<file path="src/rtl/iob_iob2axil_ot.sv">
// IOb native to AXI4-Lite bridge with bounded outstanding reads and write responses.
// Reads and writes are mutually ordered: neither kind issues while the other is in flight.
module iob_iob2axil_ot #(
    parameter int unsigned AXIL_ADDR_W = 21,
    parameter int unsigned AXIL_DATA_W = 32,
    parameter int unsigned ADDR_W      = AXIL_ADDR_W,
    parameter int unsigned DATA_W      = AXIL_DATA_W,
    parameter int unsigned MAX_OUTST   = 4
) (
    input  logic                     clk_i,
    input  logic                     cke_i,
    input  logic                     arst_i,

    input  logic                     iob_valid_i,
    input  logic [ADDR_W-1:0]        iob_addr_i,
    input  logic [DATA_W-1:0]        iob_wdata_i,
    input  logic [DATA_W/8-1:0]      iob_wstrb_i,
    output logic                     iob_ready_o,
    output logic                     iob_rvalid_o,
    output logic [DATA_W-1:0]        iob_rdata_o,
    input  logic                     iob_rready_i,

    output logic                     axil_awvalid_o,
    input  logic                     axil_awready_i,
    output logic [AXIL_ADDR_W-1:0]   axil_awaddr_o,
    output logic [2:0]               axil_awprot_o,
    output logic                     axil_wvalid_o,
    input  logic                     axil_wready_i,
    output logic [AXIL_DATA_W-1:0]   axil_wdata_o,
    output logic [AXIL_DATA_W/8-1:0] axil_wstrb_o,
    input  logic                     axil_bvalid_i,
    output logic                     axil_bready_o,
    input  logic [1:0]               axil_bresp_i,
    output logic                     axil_arvalid_o,
    input  logic                     axil_arready_i,
    output logic [AXIL_ADDR_W-1:0]   axil_araddr_o,
    output logic [2:0]               axil_arprot_o,
    input  logic                     axil_rvalid_i,
    output logic                     axil_rready_o,
    input  logic [AXIL_DATA_W-1:0]   axil_rdata_i,
    input  logic [1:0]               axil_rresp_i,

    output logic                     err_o,
    input  logic                     err_clr_i
);

    localparam int unsigned      CNT_W   = $clog2(MAX_OUTST + 1);
    localparam logic [CNT_W-1:0] CNT_MAX = CNT_W'(MAX_OUTST);

    typedef enum logic {IDLE, WR_ADDR_DATA} wr_state_t;

    wr_state_t        state_q, state_d;
    logic             aw_done_q, aw_done_d;
    logic             w_done_q, w_done_d;
    logic [CNT_W-1:0] wr_cnt_q, wr_cnt_d;
    logic [CNT_W-1:0] rd_cnt_q, rd_cnt_d;
    logic             err_q, err_d;

    logic wr_req, aw_hs, w_hs, b_hs, ar_hs, r_hs, wr_done;

    // Address, data and read-return paths are straight wires
    assign axil_awaddr_o = iob_addr_i;
    assign axil_araddr_o = iob_addr_i;
    assign axil_wdata_o  = iob_wdata_i;
    assign axil_wstrb_o  = iob_wstrb_i;
    assign axil_awprot_o = 3'd2;
    assign axil_arprot_o = 3'd2;
    assign iob_rvalid_o  = axil_rvalid_i;
    assign iob_rdata_o   = axil_rdata_i;
    assign axil_rready_o = iob_rready_i;

    assign wr_req         = iob_valid_i & (|iob_wstrb_i);
    assign axil_awvalid_o = (state_q == WR_ADDR_DATA) & ~aw_done_q;
    assign axil_wvalid_o  = (state_q == WR_ADDR_DATA) & ~w_done_q;
    assign axil_bready_o  = (wr_cnt_q != '0);
    assign axil_arvalid_o = iob_valid_i & ~(|iob_wstrb_i) & (wr_cnt_q == '0)
                          & (state_q == IDLE) & (rd_cnt_q < CNT_MAX);

    assign aw_hs = axil_awvalid_o & axil_awready_i;
    assign w_hs  = axil_wvalid_o & axil_wready_i;
    assign b_hs  = axil_bvalid_i & axil_bready_o;
    assign ar_hs = axil_arvalid_o & axil_arready_i;
    assign r_hs  = axil_rvalid_i & axil_rready_o;

    assign wr_done     = (state_q == WR_ADDR_DATA) & (aw_done_q | aw_hs) & (w_done_q | w_hs);
    assign iob_ready_o = wr_done | ar_hs;
    assign err_o       = err_q;

    always_comb begin
        state_d   = state_q;
        aw_done_d = aw_done_q;
        w_done_d  = w_done_q;
        wr_cnt_d  = wr_cnt_q;
        rd_cnt_d  = rd_cnt_q;
        err_d     = err_q;

        case (state_q)
            IDLE: begin
                if (wr_req && (rd_cnt_q == '0) && (wr_cnt_q < CNT_MAX)) begin
                    state_d = WR_ADDR_DATA;
                end
            end
            WR_ADDR_DATA: begin
                if (wr_done) begin
                    state_d   = IDLE;
                    aw_done_d = 1'b0;
                    w_done_d  = 1'b0;
                end else begin
                    aw_done_d = aw_done_q | aw_hs;
                    w_done_d  = w_done_q | w_hs;
                end
            end
            default: state_d = IDLE;
        endcase

        // Simultaneous issue and retire leaves a counter unchanged; empty counters never decrement
        if (wr_done && !b_hs) begin
            wr_cnt_d = wr_cnt_q + CNT_W'(1);
        end else if (b_hs && !wr_done && (wr_cnt_q != '0)) begin
            wr_cnt_d = wr_cnt_q - CNT_W'(1);
        end

        if (ar_hs && !r_hs) begin
            rd_cnt_d = rd_cnt_q + CNT_W'(1);
        end else if (r_hs && !ar_hs && (rd_cnt_q != '0)) begin
            rd_cnt_d = rd_cnt_q - CNT_W'(1);
        end

        if ((b_hs && (axil_bresp_i != 2'b00)) || (r_hs && (axil_rresp_i != 2'b00))) begin
            err_d = 1'b1;
        end else if (err_clr_i) begin
            err_d = 1'b0;
        end
    end

    always_ff @(posedge clk_i or posedge arst_i) begin
        if (arst_i) begin
            state_q   <= IDLE;
            aw_done_q <= 1'b0;
            w_done_q  <= 1'b0;
            wr_cnt_q  <= '0;
            rd_cnt_q  <= '0;
            err_q     <= 1'b0;
        end else if (cke_i) begin
            state_q   <= state_d;
            aw_done_q <= aw_done_d;
            w_done_q  <= w_done_d;
            wr_cnt_q  <= wr_cnt_d;
            rd_cnt_q  <= rd_cnt_d;
            err_q     <= err_d;
        end
    end

endmodule

</file>
<file path="config.mk">
export PLATFORM = sky130hd
export DESIGN_NAME = iob_iob2axil_ot
export DESIGN_NICKNAME = d
export VERILOG_FILES = /design/src/rtl/iob_iob2axil_ot.sv
export SDC_FILE = /design/constraint.sdc
export NUM_CORES = 1
export LEC_CHECK = 0
export BUFFER_PORTS_ARGS = -buffer_cell sky130_fd_sc_hd__buf_2
export CAP_MARGIN = 20
export CORE_AREA = 2 2 89 91
export DETAILED_ROUTE_END_ITERATION = 8
export DIE_AREA = 0 0 91 93
export PLACE_DENSITY = 0.59
export SETUP_SLACK_MARGIN = 0.15
export SLEW_MARGIN = 15
export SYNTH_ARGS = -nofsm -noshare
export SYNTH_HDL_FRONTEND = slang
export SYNTH_SLANG_ARGS = --single-unit
</file>
<file path="constraint.sdc">
create_clock -name clk_i -period 3.22 [get_ports clk_i]
set_clock_uncertainty 0.05 [all_clocks]
set_input_delay 0.644 -clock clk_i [delete_from_list [all_inputs] [get_ports clk_i]]
set_output_delay 0.644 -clock clk_i [all_outputs]
set_load 0.01 [all_outputs]
</file>
==> key figures, run 1 <==
GRT
  • Routing usage on met2: 10.6%
  • Antenna violations before repair: 0
  • Grt met1 use: 5.83%
  • Most crowded layer after global routing: met2
  • GRT Util Overall: 6.70%
  • Vias in the first global route: 788
  • Total congestion overflow: 0
  • Pin count of the biggest net entering global routing: 16
  • Met3 Resource Use GR: 3.14%
  • Global-route wire length before repair: 4.26 mm

Routing
  • DR DRC count: 0
  • Via-to-Cell Ratio: 3.63
  • Via count: 785
  • Drt pass-1 iters: 4
  • Initial DRC Count: 22
  • WL final: 3.01 mm
  • Antenna-violating nets left: 0
  • Average wire per standard cell: 14.0 um

STA
  • Maximum clock rate: 363 MHz
  • Final setup fails: 0
  • Fin. Hold Viols: 0
  • Final min period: 2750 ps
  • Fin crit share: 85.5%
  • RSZ-0062 raised after global routing: no
  • Setup_tns: 0 ps
  • Setup slack after layout: 466 ps
  • Final Max Slew Viols: 0

Synth
  • Synth warn: 0
  • Sequential fraction of the synthesis area: 15.9%
  • Seq cells post-synth: 10
  • Top-area cell type share of the netlist area: 56.2%
  • Synth top area cells: buf_4, dfrtp_1, fa_1
  • Mapped Cells: 194
  • Dominant synthesized flop cell: dfrtp_1
  • Synth unique cells: 30
  • Mean post-synth cell area: 8.12 um2
  • Largest area contributor in the netlist: buf_4
  • Most common cell in the netlist: buf_4
  • Top post-synthesis cells by count: buf_4, dfrtp_1, nand2_1
  • Post-synth EDFFs: 0
  • Post-Synthesis Cell Area: 0.00158 mm2
  • Ys async rst share: 100%

Critical path
  • Worst Path Class, Setup: input port to flop
  • CP Capture Type: flop
  • Crit start category: input port
  • WP data arrival: 2870 ps
  • CP required: 3340 ps
  • Slowest cell on the critical path: or4_2
  • WP buf/inv: 1
  • Reg2reg path depth: 7
  • Top Family by Delay on Critical Path: simple AND/OR/NAND/NOR gates
  • Crit path launch: iob_wstrb_i[1]
  • Flop2flop setup slack: 760 ps
  • CP Cell Sequence: buf_2 > nor4_1 > and3_1 > nand2_1 > fa_1 > or4_2 > mux2i_1 > a32o_2
  • Max incr delay on CP: 660 ps
  • Reg2reg start: wr_cnt_q[0]$_DFFE_PP0P_
  • Terminus of the critical flop-to-flop path: rd_cnt_q[2]$_DFFE_PP0P_
  • CP Max Fanout: 4

Run status
  • Status: completed

Clock tree
  • H-tree level count: 1
  • CTS Buffer Depth: 2
  • Number of clock sinks: 10
  • Post-CTS setup repair buffer count: 0
  • CTS tree: yes
  • Worst-skew pair later-pin latency: 230 ps
  • CTS resizes: 0
  • Hold Buf Count CTS: 0
  • Num CTS Buffers: 3
  • Reg clk slew, reported paths: 50 ps
  • Clk root buf: clkbuf_8

Cells and area
  • Area of the multi-input gates: 420 um2
  • Sequential Area: 250 um2
  • # nets final: 221
  • Share of cells above drive strength 1: 38.6%
  • Final Util: 13.8%
  • Area Overhead vs Synth: -33.9%
  • Fill cells: 900
  • Antenna cell count: 0

Die
  • Die Ht: 93 um
  • Starting Density: 20.9%
  • # IOs: 228
  • Die W: 91 um
  • Core Region: 0.00753 mm2
  • # rows: 32
  • Die area: 0.00846 mm2

Run
  • Max cap viols: 0

Place
  • Port-buffer cells: 30
  • DP Worst Slack: 244 ps
  • GPL Wtd Cong: 0.681
  • HPWL Detailed: 2.55 mm

Power
  • Leakage power: 0.458 nW
  • Pwr dens: 678 mW/mm2
  • Worst VDD drop: 0.107 mV

Hold path
  • Min-Delay Path Class: input port to asynchronous set/reset pin
-- registers in the layout, indices dropped and copies added (netlist names) --
signal	flops
w_done_q	1
wr_cnt_q	3
aw_done_q	1
err_o	1
rd_cnt_q	3
state_q	1
-- power by group --
part,switching (mW),internal [mW],total (mW)
clock,0.0495,0.108,0.157
sequential,0.0653,0.186,0.252
combinational,0.147,0.150,0.298
-- area by class of cell --
type / instances / share of cell area [%]
Inverter: 4 / 1.44
Multi-Input combinational cell: 63 / 40.4
Tap cell: 102 / 12.3
Timing Repair Buffer: 33 / 16.6
Clock buffer: 4 / 5.29
Sequential cell: 10 / 24.0
-- through the flow --
step / area (um2) / hold WS [ps] / total power, mW / instances
6_report: 1040 / 339 / 0.706 / 216
2_1_floorplan: 1590 / 432 / 0.593 / 198
5_1_grt: 1040 / 371 / 0.772 / 216
3_5_place_dp: 986 / 454 / 0.556 / 212
3_3_place_gp: 986 / 461 / 0.547 / 212
4_1_cts: 1040 / 365 / 0.718 / 216
-- layout by cell type (no fill, tap or decap) --
master and n:
a31oi_1 4, nand2_1 10, a32o_2 1, a22o_1 1, buf_4 3, nand3_1 1
and3_1 2, or4_1 1, nand4b_1 2, nor3_1 3, mux2i_1 4, dfrtp_1 10
nor2_1 4, fa_1 2, buf_2 30, or2_2 3, mux2_2 1, inv_1 4
o31ai_1 2, o221a_2 1, conb_1 6, nor2b_1 2, o21ai_0 2, nor4bb_1 1
o22ai_1 2, xnor2_1 4, clkbuf_8 4, a21oi_1 1, or4_2 1, nor4_1 2
-- logic make-up (layout without fill, tap and decap cells) --
group / Yosys count / in the layout / share of synthesized area (%)
xor+xnor: 4 / 4 / 2.22
fa+ha+maj: 2 / 2 / 2.54
compound gates: 14 / 14 / 6.27
other cells: 2 / 6 / 0.477
simple gates: 32 / 32 / 11.0
flops: 10 / 10 / 15.9
buf+inv: 125 / 41 / 58.4
mux: 5 / 5 / 3.26
-- how the worst max path moves through the flow --
stage | cells past startpoint | endpoint | slack, ps
after floorplan | 8 | rd_cnt_q[2]$_DFFE_PP0P_ | 410
after global placement | 8 | rd_cnt_q[2]$_DFFE_PP0P_ | 310
after detailed placement | 8 | rd_cnt_q[2]$_DFFE_PP0P_ | 240
after CTS | 8 | rd_cnt_q[2]$_DFFE_PP0P_ | 480
after global routing | 8 | rd_cnt_q[2]$_DFFE_PP0P_ | 310
final | 8 | rd_cnt_q[2]$_DFFE_PP0P_ | 470
-- per-layer routing --
metal,share of wire [%],up-vias
met5,0,-
met4,7.4,0
met3,16,31
met2,45,50
met1,32,360
li1,-,344
Note: power is estimated with default switching activity, not from simulation.
==> run 2, diff against run 1 <==
- ABC_AREA: default -> 1
- SLEW_MARGIN: 15 -> default
==> run 2 against run 1 <==
Clock power about the same. Combinational power increased by 18%. Register-to-register slack improved by 570 ps. Core utilization is essentially flat. Via count increased by 5.0%. Cell count up 8.8%. Global-route usage is 0.50 points lower. Synthesized cell count increased by 10%. Maximum frequency rose by 28%. Sequential share of layout area grew 0.087 points. Critical endpoint is now axil_arvalid_o.
==> key figures, run 2 <==
Run status
  • Status: completed

GRT
  • Total congestion overflow: 0 (unchanged)
  • Global-route wire length before repair: 4.11 mm (-3.6%)
  • Vias in the first global route: 841 (+6.7%)
  • GRT Util Overall: 6.21% (-0.50 points)
  • Antenna violations before repair: 0 (unchanged)
  • Pin count of the biggest net entering global routing: 11 (-5)

Power
  • Leakage power: 0.535 nW (+17%)
  • Total chip power: 766 uW (+8.5%)
  • Worst VDD drop: 0.189 mV (+77%)
  • Pwr dens: 738 mW/mm2 (+8.9%)

Cells and area
  • Most frequent cells in the layout: nand2_1, buf_2, inv_1
  • Final instance area: 0.00104 mm2 (-0.36%)
  • Antenna cell count: 0 (unchanged)
  • Area Overhead vs Synth: -34.4%
  • Share of cells above drive strength 1: 33.8% (-4.8 points)
  • Commonest non-fill, non-tap cell in the layout: nand2_1
  • Sequential Area: 250 um2 (unchanged)
  • Area of the multi-input gates: 398 um2 (-5.4%)
  • Final Util: 13.8% (-0.050 points)
  • Fill cells: 914 (+1.6%)
  • # nets final: 240 (+8.6%)
  • Regs by FF count: rd_cnt_q: 3 flops, wr_cnt_q: 3 flops

Synth
  • Mean post-synth cell area: 7.38 um2 (-9.1%)
  • Top post-synthesis cells by count: buf_4, nand2_1, inv_1
  • Post-Synthesis Cell Area: 0.00158 mm2 (+0.32%)
  • Mapped Cells: 214 (+10%)
  • Sequential fraction of the synthesis area: 15.8% (-0.050 points)
  • Dominant synthesized flop cell: dfrtp_1
  • Synth top area cells: buf_4, dfrtp_1, nand2_1
  • Largest area contributor in the netlist: buf_4
  • Post-synth EDFFs: 0 (unchanged)
  • Synth unique cells: 23 (-23%)
  • Most common cell in the netlist: buf_4
  • Seq cells post-synth: 10 (unchanged)
  • Synth warn: 0 (unchanged)
  • Top-area cell type share of the netlist area: 56.1% (-0.18 points)
  • Ys async rst share: 100% (unchanged)

Routing
  • Average wire per standard cell: 11.3 um (-19%)
  • Drt pass-1 iters: 4 (unchanged)
  • Via-to-Cell Ratio: 3.51 (-3.5%)
  • Initial DRC Count: 20 (-9.1%)
  • Via count: 824 (+5.0%)
  • Antenna-violating nets left: 0 (unchanged)
  • DR DRC count: 0 (unchanged)
  • WL final: 2.67 mm (-12%)

Critical path
  • Top Family by Delay on Critical Path: simple AND/OR/NAND/NOR gates
  • WP data arrival: 1460 ps (-1410 ps)
  • Max incr delay on CP: 450 ps (-210 ps)
  • CP required: 2530 ps (-810 ps)
  • Worst Path Class, Setup: flop to primary output
  • CP Max Fanout: 5 (+1)
  • CP Capture Type: primary output
  • Slowest cell on the critical path: dfrtp_1
  • WP buf/inv: 2 (+1)
  • CP Cell Sequence: nor3_4 > inv_1 > nor3_1 > buf_2
  • Crit start category: flop

Clock tree
  • H-tree level count: 1 (unchanged)
  • Reg clk slew, reported paths: 50 ps (about the same)
  • Hold Buf Count CTS: 0 (unchanged)
  • CTS resizes: 0 (unchanged)
  • Post-CTS setup repair buffer count: 0 (unchanged)
  • Num CTS Buffers: 3 (unchanged)
  • Clk root buf: clkbuf_8
  • CTS tree: yes
  • CTS Buffer Depth: 2 (unchanged)
  • Worst-skew pair later-pin latency: 230 ps (about the same)
  • Number of clock sinks: 10 (unchanged)

STA
  • Final setup fails: 0 (unchanged)
  • Final min period: 2160 ps (-595 ps)
  • Maximum clock rate: 463 MHz (+28%)
  • RSZ-0062 raised after global routing: no
  • Fin crit share: 67.0% (-18 points)
  • Fin. Hold Viols: 0 (unchanged)
  • Setup_tns: 0 ps (unchanged)
  • Final Max Slew Viols: 0 (unchanged)

Die
  • Starting Density: 21.0% (+0.066 points)
  • # IOs: 228 (unchanged)
  • Die W: 91 um (unchanged)
  • Core Region: 0.00753 mm2 (unchanged)
  • Die Ht: 93 um (unchanged)
  • # rows: 32 (unchanged)
  • Die area: 0.00846 mm2 (unchanged)

Place
  • HPWL Detailed: 2.30 mm (-10%)
  • GPL Wtd Cong: 0.743 (+9.1%)
  • Port-buffer cells: 30 (unchanged)
  • Post-place instance area: 982 um2 (-0.38%)

Run
  • Max cap viols: 0 (unchanged)

Hold path
  • Min-Delay Path Class: input port to asynchronous set/reset pin
run 2: per-layer routing:
layer	share of wire [%]	vias up	global-route usage [%]	wire, um
met5	0	-	0	0
li1	-	367	-	-
met2	35	50	7.84	945
met4	12	0	8.59	328
met3	15	58	2.90	409
met1	37	349	6.48	983
run 2: stage by stage:
| stage | hold WS [ps] | cells | setup slack (ps) |
|---|---|---|---|
| 6_report | 334 | 235 | 1060 |
| 5_1_grt | 364 | 235 | 965 |
| 4_1_cts | 351 | 235 | 1050 |
| 3_5_place_dp | 431 | 231 | 1050 |
| 3_3_place_gp | 434 | 231 | 1080 |
| 2_1_floorplan | 434 | 218 | 1310 |
run 2: final timing paths:
path	startpoint	to	slack, ps	depth (start not counted)
worst max register to register	state_q$_DFFE_PP0P_	wr_cnt_q[2]$_DFFE_PP0P_	1330	12
max in group asynchronous	arst_i	rd_cnt_q[1]$_DFFE_PP0P_	2500	2
min in group clk_i	err_o$_DFFE_PP0P_	err_o$_DFFE_PP0P_	450	2
worst min-delay path	arst_i	rd_cnt_q[2]$_DFFE_PP0P_	330	2
worst min register to register	err_o$_DFFE_PP0P_	err_o$_DFFE_PP0P_	450	2
worst max-delay path	wr_cnt_q[0]$_DFFE_PP0P_	axil_arvalid_o	1060	4
run 2: report_power, final:
part | switching [mW] | internal [mW]
Combinational | 0.210 | 0.141
Sequential | 0.0724 | 0.185
Clock | 0.0497 | 0.108
run 2: cell families after synthesis:
group | count (synthesis) | synth area share [%]
flops | 10 | 15.8
compound gates | 10 | 3.88
fa+ha+maj | 2 | 2.53
xor+xnor | 1 | 0.554
buf+inv | 134 | 59.9
simple gates | 55 | 16.8
other cells | 2 | 0.475
run 2: layout make-up:
type                       count  area share (%)
clock buffer                   4            5.31
inverter                      15            5.43
multi-input combinational     74            38.4
sequential                    10            24.1
tap                          102            12.3
timing repair buffer          30            14.5
run 2: worst register-to-register path: cells and delay by family, from the launching register on:
| kind | cells | cell delay (ps) |
|---|---|---|
| compound gates | 2 | 200 |
| fa+ha+maj | 1 | 390 |
| buf+inv | 2 | 150 |
| flops | 1 | 410 |
| simple gates | 7 | 600 |
==> run 3, diff against run 2 <==
- clock period: 3.22 -> 2.2 ns (I/O delays scaled with it)
==> run 3 against run 2 <==
First-iteration DRC count down 5.0%. Power increased by 47%. Wire length is 3.6% higher. Core utilization unchanged. Register-to-register slack worse by 990 ps. Via count grew 0.97%. Combinational power increased by 47%. Sequential cell count unchanged. Sequential share of layout area did not move. Critical endpoint unchanged.
==> key figures, run 3 (synthesis gave the netlist of run 2 again) <==
Cells and area
  • Share of cells above drive strength 1: 33.8% (unchanged)
  • Antenna cell count: 0 (unchanged)
  • Final Util: 13.8% (unchanged)
  • Final std cells w/o fill: 235 (unchanged)
  • Most frequent cells in the layout: nand2_1, buf_2, inv_1
  • # nets final: 240 (unchanged)
  • Commonest non-fill, non-tap cell in the layout: nand2_1
  • Area Overhead vs Synth: -34.4% (unchanged)
  • Fill cells: 900 (-1.5%)
  • Regs by FF count: rd_cnt_q: 3 flops, wr_cnt_q: 3 flops

Power
  • Pwr dens: 1080 mW/mm2 (+47%)
  • Worst VDD drop: 0.181 mV (-4.6%)
  • Total chip power: 1.13 mW (+47%)
  • Reg power frac: 33.0% (-0.7 points)
  • Clk pwr share: 21.1% (+0.6 points)
  • Leakage power: 0.535 nW (unchanged)
  • Int Pwr: 636 uW (+47%)
  • Combinational share of power: 45.9% (about the same)
  • Sw Pwr: 489 uW (+47%)
  • Switching portion of total power: 43.5% (+0.068 points)

Clock tree
  • CTS Buffer Depth: 2 (unchanged)
  • Worst-skew pair later-pin latency: 240 ps (about the same)
  • H-tree level count: 1 (unchanged)
  • Number of clock sinks: 10 (unchanged)
  • Reg clk slew, reported paths: 50 ps (about the same)
  • Hold Buf Count CTS: 0 (unchanged)
  • CTS resizes: 0 (unchanged)
  • Num CTS Buffers: 3 (unchanged)
  • CTS tree: yes
  • Clk root buf: clkbuf_8
  • Post-CTS setup repair buffer count: 0 (unchanged)

STA
  • Fin crit share: 85.5%
  • Final setup fails: 0 (unchanged)
  • Setup slack after layout: 320 ps (-742 ps)
  • Final Max Slew Viols: 0 (unchanged)
  • Setup_tns: 0 ps (unchanged)
  • Maximum clock rate: 532 MHz
  • Fin. Hold Viols: 0 (unchanged)
  • Final min period: 1880 ps
  • RSZ-0062 raised after global routing: no

GRT
  • Antenna violations before repair: 0 (unchanged)
  • GRT Util Overall: 6.41% (+0.20 points)
  • Pin count of the biggest net entering global routing: 11 (unchanged)
  • Vias in the first global route: 805 (-4.3%)
  • Global-route wire length before repair: 4.09 mm (-0.34%)
  • Total congestion overflow: 0 (unchanged)

Hold path
  • Min-Delay Path Class: input port to asynchronous set/reset pin

Routing
  • Via count: 832 (+0.97%)
  • Drt pass-1 iters: 4 (unchanged)
  • DR DRC count: 0 (unchanged)
  • Average wire per standard cell: 11.8 um (+3.6%)
  • Antenna-violating nets left: 0 (unchanged)
  • Initial DRC Count: 19 (-5.0%)
  • WL final: 2.76 mm (+3.6%)
  • Via-to-Cell Ratio: 3.54 (+0.97%)

Place
  • Port-buffer cells: 30 (unchanged)
  • Placed cells: 231 (unchanged)
  • GPL Wtd Cong: 0.711 (-4.3%)
  • DP Worst Slack: 301 ps (-744 ps)
  • HPWL Detailed: 2.29 mm (-0.28%)

Run
  • Max cap viols: 0 (unchanged)

Critical path
  • Worst Path Class, Setup: flop to primary output
  • CP Max Fanout: 5 (unchanged)
  • Crit start category: flop
  • WP data arrival: 1390 ps (-70 ps)
  • CP Capture Type: primary output
  • CP required: 1710 ps (-820 ps)

Run status
  • Status: completed

Die
  • Die W: 91 um (unchanged)
  • Starting Density: 21.0% (unchanged)
  • # rows: 32 (unchanged)
  • Die area: 0.00846 mm2 (unchanged)
  • Core Region: 0.00753 mm2 (unchanged)
  • Die Ht: 93 um (unchanged)
  • # IOs: 228 (unchanged)
==> run 3: cell counts in the layout (fill, tap and decap cells not counted) <==
Identical to the previous run, type by type.
==> run 3: final timing paths <==
check                                     endpoint  slack, ps                     from  cells after the start
max                                 axil_arvalid_o        320  wr_cnt_q[0]$_DFFE_PP0P_                      4
min in group clk_i               err_o$_DFFE_PP0P_        410                err_clr_i                      4
min                              err_o$_DFFE_PP0P_        140                   arst_i                      2
min reg2reg                      err_o$_DFFE_PP0P_        460        err_o$_DFFE_PP0P_                      2
max reg2reg                wr_cnt_q[2]$_DFFE_PP0P_        340  wr_cnt_q[0]$_DFFE_PP0P_                      9
max in group asynchronous    aw_done_q$_DFFE_PP0P_       1640                   arst_i                      2
==> run 3: cell type report <==
class / instances / area [um2] / area share (%)
Clock buffer: 4 / 55.1 / 5.31
Multi-Input combinational cell: 74 / 398 / 38.4
Timing Repair Buffer: 30 / 150 / 14.5
Inverter: 15 / 56.3 / 5.43
Tap cell: 102 / 128 / 12.3
Sequential cell: 10 / 250 / 24.1
==> run 3: power by group through the flow <==
stage / Clock (mW) / Combinational [mW] / Sequential [mW]
floorplan: 0 / 0.592 / 0.358
global placement: 0 / 0.508 / 0.375
detailed placement: 0 / 0.518 / 0.373
CTS: 0.247 / 0.525 / 0.371
global route: 0.260 / 0.594 / 0.390
finish: 0.237 / 0.517 / 0.371
==> run 3: metal layers <==
metal  global-route usage [%]  vias up  share of wire, %
met5                        0        -                 0
met4                     9.72        0                12
met3                     2.90       60                15
met2                     7.53       54                34
met1                     6.87      356                38
li1                         -      362                 -
==> run 3: stage by stage <==
stage	hold WS, ps	area, um2
6_report	145	1040
5_1_grt	186	1040
4_1_cts	175	1040
3_5_place_dp	438	982
3_3_place_gp	431	982
2_1_floorplan	230	1600
==> run 3: worst max-delay path, cell delays in order, from the launching register on <==
cell	delay [ps]
dfrtp_1	440
nor3_4	340
inv_1	100
nor3_1	120
buf_2	150
